## config.mk

```make
export PLATFORM = sky130hd
export DESIGN_NAME = liteic_axil_window_bridge
export DESIGN_NICKNAME = d
export VERILOG_FILES = /design/src/rtl/liteic_axil_window_bridge.sv
export SDC_FILE = /design/constraint.sdc
export NUM_CORES = 1
export LEC_CHECK = 0
export BUFFER_PORTS_ARGS = -buffer_cell sky130_fd_sc_hd__buf_2
export CAP_MARGIN = 30
export CORE_UTILIZATION = 35
export DETAILED_ROUTE_END_ITERATION = 12
export PLACE_DENSITY = 0.77
export SLEW_MARGIN = 15
export SYNTH_ARGS = -nofsm -noshare
export SYNTH_HDL_FRONTEND = slang
export SYNTH_SLANG_ARGS = --single-unit
```

## constraint.sdc

```tcl
create_clock -name clk_i -period 13.07 [get_ports clk_i]
set_clock_uncertainty 0.1 [all_clocks]
set_input_delay 1.307 -clock clk_i [delete_from_list [all_inputs] [get_ports clk_i]]
set_output_delay 1.307 -clock clk_i [all_outputs]
set_load 0.03 [all_outputs]
```

## src/rtl/liteic_axil_window_bridge.sv

```systemverilog
// AXI-Lite address-window bridge: forwards transactions inside one aligned window
// downstream with the window offset, answers everything else locally with DECERR.
module liteic_axil_window_bridge #(
    parameter int                    ADDR_WIDTH     = 32,
    parameter int                    SLV_ADDR_WIDTH = 20,
    parameter int                    DATA_WIDTH     = 32,
    parameter int                    RESP_WIDTH     = 2,
    parameter logic [ADDR_WIDTH-1:0] BASE_ADDR      = 32'h0010_0000,
    parameter int                    CNT_WIDTH      = 8,
    localparam int                   STRB_WIDTH     = (DATA_WIDTH + 7) / 8
) (
    input  logic                      clk_i,
    input  logic                      rst_i,

    input  logic [ADDR_WIDTH-1:0]     s_ar_addr,
    input  logic [3:0]                s_ar_qos,
    input  logic                      s_ar_valid,
    output logic                      s_ar_ready,
    output logic [DATA_WIDTH-1:0]     s_r_data,
    output logic [RESP_WIDTH-1:0]     s_r_resp,
    output logic                      s_r_valid,
    input  logic                      s_r_ready,

    input  logic [ADDR_WIDTH-1:0]     s_aw_addr,
    input  logic [3:0]                s_aw_qos,
    input  logic                      s_aw_valid,
    output logic                      s_aw_ready,
    input  logic [DATA_WIDTH-1:0]     s_w_data,
    input  logic [STRB_WIDTH-1:0]     s_w_strb,
    input  logic                      s_w_valid,
    output logic                      s_w_ready,
    output logic [RESP_WIDTH-1:0]     s_b_resp,
    output logic                      s_b_valid,
    input  logic                      s_b_ready,

    output logic [SLV_ADDR_WIDTH-1:0] m_ar_addr,
    output logic [3:0]                m_ar_qos,
    output logic                      m_ar_valid,
    input  logic                      m_ar_ready,
    input  logic [DATA_WIDTH-1:0]     m_r_data,
    input  logic [RESP_WIDTH-1:0]     m_r_resp,
    input  logic                      m_r_valid,
    output logic                      m_r_ready,

    output logic [SLV_ADDR_WIDTH-1:0] m_aw_addr,
    output logic [3:0]                m_aw_qos,
    output logic                      m_aw_valid,
    input  logic                      m_aw_ready,
    output logic [DATA_WIDTH-1:0]     m_w_data,
    output logic [STRB_WIDTH-1:0]     m_w_strb,
    output logic                      m_w_valid,
    input  logic                      m_w_ready,
    input  logic [RESP_WIDTH-1:0]     m_b_resp,
    input  logic                      m_b_valid,
    output logic                      m_b_ready,

    output logic [CNT_WIDTH-1:0]      err_cnt_o
);

    localparam logic [RESP_WIDTH-1:0] RESP_DECERR = '1;

    typedef enum logic [1:0] {R_IDLE, R_ADDR, R_DATA, R_RESP} rd_state_t;
    typedef enum logic [1:0] {W_IDLE, W_FWD, W_BWAIT, W_RESP} wr_state_t;

    rd_state_t rd_state, rd_next;
    wr_state_t wr_state, wr_next;

    logic                      accept_en;
    logic                      ar_hit, aw_hit;
    logic                      ar_hs, wr_hs;
    logic                      rd_miss, wr_miss;
    logic                      aw_done, w_done;
    logic                      fwd_done;

    logic [SLV_ADDR_WIDTH-1:0] rd_addr, wr_addr;
    logic [3:0]                rd_qos, wr_qos;
    logic [DATA_WIDTH-1:0]     rd_data, wr_data;
    logic [STRB_WIDTH-1:0]     wr_strb;
    logic [RESP_WIDTH-1:0]     rd_resp, wr_resp;

    logic [1:0]                miss_inc;
    logic [CNT_WIDTH:0]        err_sum;

    assign ar_hit = (s_ar_addr[ADDR_WIDTH-1:SLV_ADDR_WIDTH] == BASE_ADDR[ADDR_WIDTH-1:SLV_ADDR_WIDTH]);
    assign aw_hit = (s_aw_addr[ADDR_WIDTH-1:SLV_ADDR_WIDTH] == BASE_ADDR[ADDR_WIDTH-1:SLV_ADDR_WIDTH]);

    assign ar_hs   = (rd_state == R_IDLE) && accept_en && s_ar_valid;
    assign wr_hs   = (wr_state == W_IDLE) && accept_en && s_aw_valid && s_w_valid;
    assign rd_miss = ar_hs && !ar_hit;
    assign wr_miss = wr_hs && !aw_hit;

    assign fwd_done = (aw_done || m_aw_ready) && (w_done || m_w_ready);

    assign s_r_data  = rd_data;
    assign s_r_resp  = rd_resp;
    assign s_b_resp  = wr_resp;
    assign m_ar_addr = rd_addr;
    assign m_ar_qos  = rd_qos;
    assign m_aw_addr = wr_addr;
    assign m_aw_qos  = wr_qos;
    assign m_w_data  = wr_data;
    assign m_w_strb  = wr_strb;

    // Upstream readies stay low until the first clock edge after reset release.
    always_ff @(posedge clk_i or posedge rst_i) begin
        if (rst_i) begin
            accept_en <= 1'b0;
        end else begin
            accept_en <= 1'b1;
        end
    end

    always_ff @(posedge clk_i or posedge rst_i) begin
        if (rst_i) begin
            rd_state <= R_IDLE;
            wr_state <= W_IDLE;
        end else begin
            rd_state <= rd_next;
            wr_state <= wr_next;
        end
    end

    always_comb begin
        rd_next    = rd_state;
        s_ar_ready = 1'b0;
        m_ar_valid = 1'b0;
        m_r_ready  = 1'b0;
        s_r_valid  = 1'b0;
        case (rd_state)
            R_IDLE: begin
                s_ar_ready = accept_en;
                if (ar_hs) begin
                    rd_next = ar_hit ? R_ADDR : R_RESP;
                end
            end
            R_ADDR: begin
                m_ar_valid = 1'b1;
                if (m_ar_ready) begin
                    rd_next = R_DATA;
                end
            end
            R_DATA: begin
                m_r_ready = 1'b1;
                if (m_r_valid) begin
                    rd_next = R_RESP;
                end
            end
            R_RESP: begin
                s_r_valid = 1'b1;
                if (s_r_ready) begin
                    rd_next = R_IDLE;
                end
            end
            default: rd_next = R_IDLE;
        endcase
    end

    always_comb begin
        wr_next    = wr_state;
        s_aw_ready = 1'b0;
        s_w_ready  = 1'b0;
        m_aw_valid = 1'b0;
        m_w_valid  = 1'b0;
        m_b_ready  = 1'b0;
        s_b_valid  = 1'b0;
        case (wr_state)
            W_IDLE: begin
                s_aw_ready = wr_hs;
                s_w_ready  = wr_hs;
                if (wr_hs) begin
                    wr_next = aw_hit ? W_FWD : W_RESP;
                end
            end
            W_FWD: begin
                m_aw_valid = !aw_done;
                m_w_valid  = !w_done;
                if (fwd_done) begin
                    wr_next = W_BWAIT;
                end
            end
            W_BWAIT: begin
                m_b_ready = 1'b1;
                if (m_b_valid) begin
                    wr_next = W_RESP;
                end
            end
            W_RESP: begin
                s_b_valid = 1'b1;
                if (s_b_ready) begin
                    wr_next = W_IDLE;
                end
            end
            default: wr_next = W_IDLE;
        endcase
    end

    // A miss preloads the DECERR reply so R_RESP serves both paths identically.
    always_ff @(posedge clk_i or posedge rst_i) begin
        if (rst_i) begin
            rd_addr <= '0;
            rd_qos  <= '0;
            rd_data <= '0;
            rd_resp <= '0;
        end else begin
            if (ar_hs) begin
                if (ar_hit) begin
                    rd_addr <= s_ar_addr[SLV_ADDR_WIDTH-1:0];
                    rd_qos  <= s_ar_qos;
                end else begin
                    rd_data <= '0;
                    rd_resp <= RESP_DECERR;
                end
            end
            if ((rd_state == R_DATA) && m_r_valid) begin
                rd_data <= m_r_data;
                rd_resp <= m_r_resp;
            end
        end
    end

    // AW and W complete independently; the done flags remember which one has gone.
    always_ff @(posedge clk_i or posedge rst_i) begin
        if (rst_i) begin
            wr_addr <= '0;
            wr_qos  <= '0;
            wr_data <= '0;
            wr_strb <= '0;
            wr_resp <= '0;
            aw_done <= 1'b0;
            w_done  <= 1'b0;
        end else begin
            if (wr_hs) begin
                aw_done <= 1'b0;
                w_done  <= 1'b0;
                if (aw_hit) begin
                    wr_addr <= s_aw_addr[SLV_ADDR_WIDTH-1:0];
                    wr_qos  <= s_aw_qos;
                    wr_data <= s_w_data;
                    wr_strb <= s_w_strb;
                end else begin
                    wr_resp <= RESP_DECERR;
                end
            end
            if (m_aw_valid && m_aw_ready) begin
                aw_done <= 1'b1;
            end
            if (m_w_valid && m_w_ready) begin
                w_done <= 1'b1;
            end
            if ((wr_state == W_BWAIT) && m_b_valid) begin
                wr_resp <= m_b_resp;
            end
        end
    end

    assign miss_inc = {1'b0, rd_miss} + {1'b0, wr_miss};
    assign err_sum  = {1'b0, err_cnt_o} + {{(CNT_WIDTH-1){1'b0}}, miss_inc};

    always_ff @(posedge clk_i or posedge rst_i) begin
        if (rst_i) begin
            err_cnt_o <= '0;
        end else if (err_sum[CNT_WIDTH]) begin
            err_cnt_o <= '1;
        end else begin
            err_cnt_o <= err_sum[CNT_WIDTH-1:0];
        end
    end

endmodule
```

### Yosys cells after proc, flatten, opt, wreduce, memory -nomap -nowiden

Cells that the tools add are included.

* register bits: 135
* output and inout bits: 138
* logic and storage cells: 99

* add/subtract/negate cells: 2
* equal/unequal tests: 18
* mux-type cells: 34
* reductions and logical operators: 30

Operator list (number)
* 32-bit two-way mux: 3
* 2-bit two-way mux: 16
* 12-bit by 1-bit equality test with 1-bit output, second input constant: 2
* 2-bit inequality test, second input constant: 8
* 2-bit case mux with 4 select lines: 2
* 1-bit logical AND: 12
* 1-bit two-way mux: 12
* 8-bit by 2-bit adder with 9-bit output: 1
* 2-bit equality test, second input constant: 4
* 8-bit two-way mux: 1
* 2-bit AND reduction: 4
* 4-bit AND reduction: 2
* 2-bit nonzero test: 4
* 2-bit by 1-bit equality test with 1-bit output, second input constant: 2
* 1-bit zero test: 4
* 2-bit zero test: 2
* 2-bit by 1-bit inequality test with 1-bit output, second input constant: 2
* 1-bit by 1-bit adder with 2-bit output: 1
* 1-bit logical OR: 2

### Logic depth before layout (Yosys ltp)

Gate-level depths: netlist of run 1.

* depth after elaboration: 8
* gate-level depth with buffers: 11

### Worst setup path before layout of run 1

OpenSTA, ideal clock, no wires.

* kind: input port to output port
* start point: in s_w_valid
* end point: out s_w_ready
* arrival: 1957 ps
* path slack: 9706 ps
* stages on the path: 3
* buffers on the path: 1
* cell sequence: nand4_1 > inv_1 > buf_4

* longest elaborated chain between the ends: 2

RTL lines
* start, declared: line 30 `input logic s_w_valid,`
* 1-bit logical AND: line 88 `assign wr_hs = (wr_state == W_IDLE) && accept_en && s_aw_valid && s_w_valid;`
* 1-bit two-way mux
* end, declared: line 31 `output logic s_w_ready,`

No other way between the ends.

### Worst setup path after layout of run 1

* start point: in s_w_valid
* end point: out s_aw_ready

* longest elaborated chain between the ends: 2

RTL lines
* 1-bit logical AND: line 88
* 1-bit two-way mux: line 166 `case (wr_state)`
* end, declared: line 27 `output logic s_aw_ready,`

No other way between the ends.

==> results of run 1 <==
-- synthesized netlist by cell type --
cell type / number
xnor2_1: 2
nor4_1: 2
inv_1: 16
nor4b_2: 1
and2_1: 2
buf_2: 3
mux2i_1: 2
mux2_4: 20
nand2_2: 1
clkbuf_1: 4
nand4_1: 1
and3_1: 3
o21ai_0: 3
mux2_2: 30
a21o_1: 1
and4_1: 1
a221o_1: 1
a31oi_1: 1
a222oi_1: 1
nand3_4: 1
and3_2: 1
nand3_1: 2
mux2_1: 36
nor2_1: 11
fa_1: 1
a22o_1: 34
a21oi_1: 11
nand2_1: 5
buf_6: 8
o311ai_1: 1
nand2b_1: 2
nor2b_1: 2
o22ai_1: 1
nor4_2: 2
buf_4: 1
ha_1: 10
nor2_2: 1
nor4b_1: 1
conb_1: 1
dfrtp_1: 135
-- cells in the final DEF, fill, tap and decap left out, drive strengths merged, types with 2 or more instances in the layout --
cell	instances
a21oi	11
a22o	34
and2	2
and3	4
buf	298
bufinv	2
clkbuf	20
clkinv	7
clkinvlp	2
dfrtp	135
ha	10
inv	17
mux2	86
mux2i	2
nand2	6
nand2b	2
nand3	3
nor2	12
nor2b	2
nor4	4
nor4b	2
o21ai	3
xnor2	2
-- power groups by stage --
stage	Combinational, uW	Clock (uW)	Sequential [uW]
after floorplan	175	0	633
after global placement	410	0	528
after detailed placement	415	0	529
after CTS	416	478	524
after global routing	448	498	531
final	419	465	524
-- area by class of cell --
| class | count | area (um^2) |
|---|---|---|
| repair buffers | 298 | 1530 |
| fillers | 1345 | 7520 |
| flip-flops and latches | 135 | 3380 |
| clock buffers | 20 | 457 |
| multi-input cells | 195 | 1890 |
| well taps | 188 | 235 |
| clock inverters | 12 | 126 |
| inverters | 16 | 65.1 |
-- registers in the layout, indices dropped and copies added, names as in the netlist --
signal / cells
m_ar_addr: 20
m_w_data: 32
m_aw_qos: 4
m_ar_qos: 4
w_done: 1
s_b_resp: 2
m_w_strb: 4
wr_state: 2
rd_state: 2
m_aw_addr: 20
s_r_resp: 2
err_cnt_o: 8
aw_done: 1
accept_en: 1
s_r_data: 32
-- worst paths after layout --
check	start	cells past startpoint	slack (ps)	end
worst max-delay path	s_w_valid	4	9710	s_aw_ready
worst min-delay path	m_aw_addr[12]	1	380	m_aw_addr[12]
worst max register to register	wr_state[0]	11	10370	err_cnt_o[2]
worst min register to register	m_aw_addr[12]	1	380	m_aw_addr[12]
max in group asynchronous	rst_i	4	10940	err_cnt_o[2]
min in group asynchronous	rst_i	2	870	m_aw_addr[7]
-- per-stage QoR --
step | setup slack [ps] | cells | power (uW) | utilization (%)
2_1_floorplan | 8050 | 362 | 808 | -
3_3_place_gp | 9430 | 830 | 938 | 46.4
3_5_place_dp | 9280 | 830 | 944 | 46.4
4_1_cts | 9720 | 862 | 1420 | 50.3
5_1_grt | 9550 | 864 | 1480 | 50.5
6_report | 9710 | 864 | 1410 | 50.5
-- kinds of logic (layout without fill, tap and decap cells) --
logic type                 count (synthesis)  after routing  share of synthesized area [%]
AOI/OAI and AO/OA                         54             54                           7.64
xor gates and xnor gates                   2              2                          0.321
adders and majority gates                 11             11                           2.66
buffers and inverters                     32            346                           3.44
DFF                                      135            135                           62.0
muxes                                     88             88                           19.5
other                                      1              1                         0.0688
and+or+nand+nor                           39             39                           4.41
-- routing by layer --
layer,vias to the layer above,part of all wire [%],wire [um],GRT usage (%)
met3,16,6.4,851,5.19
met4,0,1.4,180,5.88
met2,173,52,6900,29.3
met5,-,0,0,0
li1,1900,-,-,-
met1,1936,40,5380,19.4
==> flow_summary.ini, run 1 <==
[run_status]
status = completed

[clock_tree]
ctsHtreeMaxLevel = 4
root_buffer = clkbuf_16
clk_latency_ps = 400
cts_buffers = 17
hold_buffers = 0
cts_max_path_buffers = 2
cts_tree = done
ctsResizeCount = 0
cts_setup_buffers = 0
cts.sinks = 135
clkTransAtPathRegs_ps = 60

[power_and_ir_drop]
swShare_pct = 34.4
leakagePower_uw = 0.00456
switchingPower_uw = 485
p_comb_share_pct = 29.7
clkPwrFrac_pct = 33.0
irDropWorstVdd_mv = 0.0964
p_per_area_nw_per_um2 = 183
seq_power_share_pct = 37.2
p_int_uw = 924

[routing]
drtIter0Drc = 135
vias_per_cell = 4.66
dr.pass1.iters = 4
ant_nets = 0
wl_per_cell_um = 15.4
drc_errors = 0
vias = 4025
drt-total-wl_um = 13300

[yosys]
synthTopCellsByArea = dfrtp_1 (62%), mux2_1 (7.4%), mux2_2 (6.2%)
synth_nets = 529
syn_area_per_cell_um2 = 15.1
yosysWarnings = 0
syn_inst = 362
netlist.area_leader.share_pct = 62.0
synth-seq-cells = 135
syn_area_um2 = 5450
yosys.area.top_type = dfrtp_1
yosysSeqAreaShare_pct = 62.0
ys_types = 40

[sta]
setup_viol = 0
max_freq_ghz = 0.298
relSlewSlack_pct = 49.2
final.setup.tns_ps = 0
hold-worst-slack_ps = 382
timing.final.crit_share_pct = 25.7
worstMarginPinSlew_ps = 762
fin_crit_ps = 3360
slew_viol_final = 0
grt_setup_unrepaired = false
final-hold-violation-count = 0

[floorplanning]
initial_utilization_pct = 35.9
core_area_um2 = 15200
dieArea_um2 = 16100
die_y_um = 127
rows = 45
die_w_um = 127
pin_count = 294

[hold_path]
timing.hold.worst.class = reg2reg

[worst_setup_path]
critPathLaunchType = input port
cp_num_buf_inv = 3
crit_type = in2out
slowest_stage = buf_2
cp_top_family = buffers and inverters
critPathMostFrequentCell = buf_2
critPathCaptureType = output pin
path_max_fanout = 4
critical_path.cell_chain = buf_2 -> nand4_1 -> inv_1 -> buf_2
slowest_delay_ps = 220
crit_required_ps = 11660
critPathArrivalTime_ps = 1950

[global_routing]
gr-total-overflow = 0
grt_first_pass_wirelength_um = 20600
antenna_found_initial = 0
grt_pass1_vias = 4012
grt_usage_pct = 16.8
grt_max_degree = 75

[place]
place_area_um2 = 7060
portBuffers = 293
dp_hpwl_um = 9720
gp_congestion = 0.792

[job]
drv_cap = 0

[layout]
antennaDiodeCount = 0
area_growth_syn_to_layout_pct = 40.9
fin_area_um2 = 7680
layout-drive-gt1-share_pct = 57.2
finalNetCount = 830
Power figures use the tool's default switching activity.
==> inputs of run 2 (changes only) <==
--- a/config.mk
+++ b/config.mk
@@ -9,7 +9,7 @@
 export CAP_MARGIN = 30
 export CORE_UTILIZATION = 35
 export DETAILED_ROUTE_END_ITERATION = 12
-export PLACE_DENSITY = 0.77
+export PLACE_DENSITY = 0.8
 export SLEW_MARGIN = 15
 export SYNTH_ARGS = -nofsm -noshare
 export SYNTH_HDL_FRONTEND = slang
==> constraint.sdc (replaced) <==
create_clock -name clk_i -period 2.85 [get_ports clk_i]
set_clock_uncertainty 0.1 [all_clocks]
set_input_delay 0.285 -clock clk_i [delete_from_list [all_inputs] [get_ports clk_i]]
set_output_delay 0.285 -clock clk_i [all_outputs]
set_load 0.03 [all_outputs]
==> run 2 against run 1 <==
Against the previous run: non-clock buffer count rose by 109; total power rose to 4.8 times the previous value; first-iteration DRC count rose by 33%; sequential share of layout area fell by 5.7 points; cell count rose by 13%; register-to-register slack got worse by 10000 ps; final area rose by 15%; largest cell class unchanged; global-route usage rose by 3.4 points; critical path type is now reg2reg.
==> flow_summary.ini, run 2 (same netlist as run 1, synthesis figures left out) <==
[floorplanning]
dieArea_um2 = 16100
pin_count = 294
die_w_um = 127
initial_utilization_pct = 35.9
die_y_um = 127
rows = 45
core_area_um2 = 15200

[power_and_ir_drop]
seq_power_share_pct = 35.5
clkPwrFrac_pct = 34.7
p_comb_share_pct = 29.8
swShare_pct = 34.1
p_int_uw = 4470
leakagePower_uw = 0.00504
irDropWorstVdd_mv = 0.545
p_per_area_nw_per_um2 = 769
switchingPower_uw = 2320

[worst_setup_path]
crit_type = reg2reg
slowest_delay_ps = 430
path_max_fanout = 6
critPathArrivalTime_ps = 2780
critical_path.cell_chain = inv_1 -> ha_1 -> nand4_1 -> inv_1 -> nand2b_1 -> inv_1 -> fa_1 -> and4_1 -> and3_1 -> nand3_2 -> o21ai_0
critPathMostFrequentCell = inv_1
critPathCaptureType = register
critPathLaunchType = register
slowest_stage = fa_1
crit_required_ps = 3030

[routing]
wl_per_cell_um = 16.5
vias = 4663
drc_errors = 0
drtIter0Drc = 179
dr.pass1.iters = 4
ant_nets = 0
vias_per_cell = 4.79
drt-total-wl_um = 16100

[global_routing]
gr-total-overflow = 0
grt_usage_pct = 20.2
grt_pass1_vias = 4881
grt_max_degree = 136
antenna_found_initial = 0
grt_first_pass_wirelength_um = 24900

[hold_path]
timing.hold.worst.class = in2reg

[place]
portBuffers = 293
place_area_um2 = 7130
gp_congestion = 0.772
dp_hpwl_um = 9840
place_ws_ps = 118

[layout]
finalNetCount = 939
fin_util_pct = 58.1
layout-drive-gt1-share_pct = 49.8
antennaDiodeCount = 0
fillCellCount = 1179
area_growth_syn_to_layout_pct = 62.0
final_common_cell = buf_2
final_cell_mix = buf_2 (293), dfrtp_1 (135), dlygate4sd3_1 (107), mux2_1 (36), a22o_1 (34)
fin_area_um2 = 8830

[clock_tree]
cts_tree = done
cts_setup_buffers = 0
cts_max_path_buffers = 2
ctsHtreeMaxLevel = 4
root_buffer = clkbuf_16
cts_buffers = 17
clk_latency_ps = 410
clkTransAtPathRegs_ps = 60
cts.sinks = 135

[sta]
final.setup.tns_ps = 0
timing.final.crit_share_pct = 91.0
slew_viol_final = 0
relSlewSlack_pct = 37.6
grt_setup_unrepaired = false
max_freq_ghz = 0.386
setup_viol = 0
fin_crit_ps = 2590
fin_ws_ps = 257
final-hold-violation-count = 0
worstMarginPinSlew_ps = 933

[job]
drv_cap = 0

[run_status]
status = completed
run 2: cell count changes in the layout (fill, tap and decap cells not counted), sizes merged:
cell / delta
dlygate4sd3: +107
clkbuf: -2
clkinvlp: +1
bufinv: +2
clkinv: -3
inv: +2
buf: +2
run 2: metal layers:
metal  wire, um  part of all wire, %  up-vias  global-route usage [%]
li1           -                    -     2124                       -
met3        974                  6.1       42                    5.15
met1       6120                   38     2273                    21.8
met4        529                  3.3        0                    9.80
met2       8430                   52      224                    36.7
met5          0                    0        -                       0
run 2: final cells by class:
cell class,count,area [um^2],area share [%]
tap,188,235,2.66
clock buffer,18,439,4.97
multi-input combinational,195,1900,21.5
clock inverter,14,194,2.20
inverter,16,63.8,0.722
timing repair buffer,407,2630,29.7
sequential,135,3380,38.2
run 2: per-stage QoR:
stage                     cells  hold slack (ps)  power, uW
after floorplan             362              317       3710
after global placement      834              369       4300
after detailed placement    834              375       4340
after CTS                   972             1.01       6830
after global routing        973             6.15       7110
final                       973             14.6       6790
run 2: critical path: cells and delay by family, from the launching register on:
family,cells,cell delay [ps]
buffers and inverters,3,290
and+or+nand+nor,5,940
AOI/OAI and AO/OA,1,90
DFF,1,380
adders and majority gates,2,650
run 2: worst paths after layout:
kind	startpoint	endpoint	slack (ps)	cells after the start
max	wr_state[0]	err_cnt_o[3]	260	11
min	s_aw_addr[18]	m_aw_addr[18]	10	2
min reg2reg	m_aw_addr[12]	m_aw_addr[12]	380	1
min in group asynchronous	rst_i	s_r_data[16]	580	4
max reg2reg	wr_state[0]	err_cnt_o[3]	260	11
max in group asynchronous	rst_i	m_w_data[6]	1540	4
run 2: power groups by stage:
| stage | clock [uW] | combinational, uW | sequential (uW) |
|---|---|---|---|
| detailed placement | 0 | 1900 | 2430 |
| CTS | 2400 | 2020 | 2410 |
| finish | 2350 | 2020 | 2410 |
| global placement | 0 | 1870 | 2430 |
| floorplan | 0 | 803 | 2900 |
| global route | 2500 | 2170 | 2450 |
run 2: what timing repair did:
item                                    CTS  global route
gates resized for setup                   0             1
endpoints found under the setup margin    0             3
hold buffers                            106             1
hold endpoints to repair                106             8
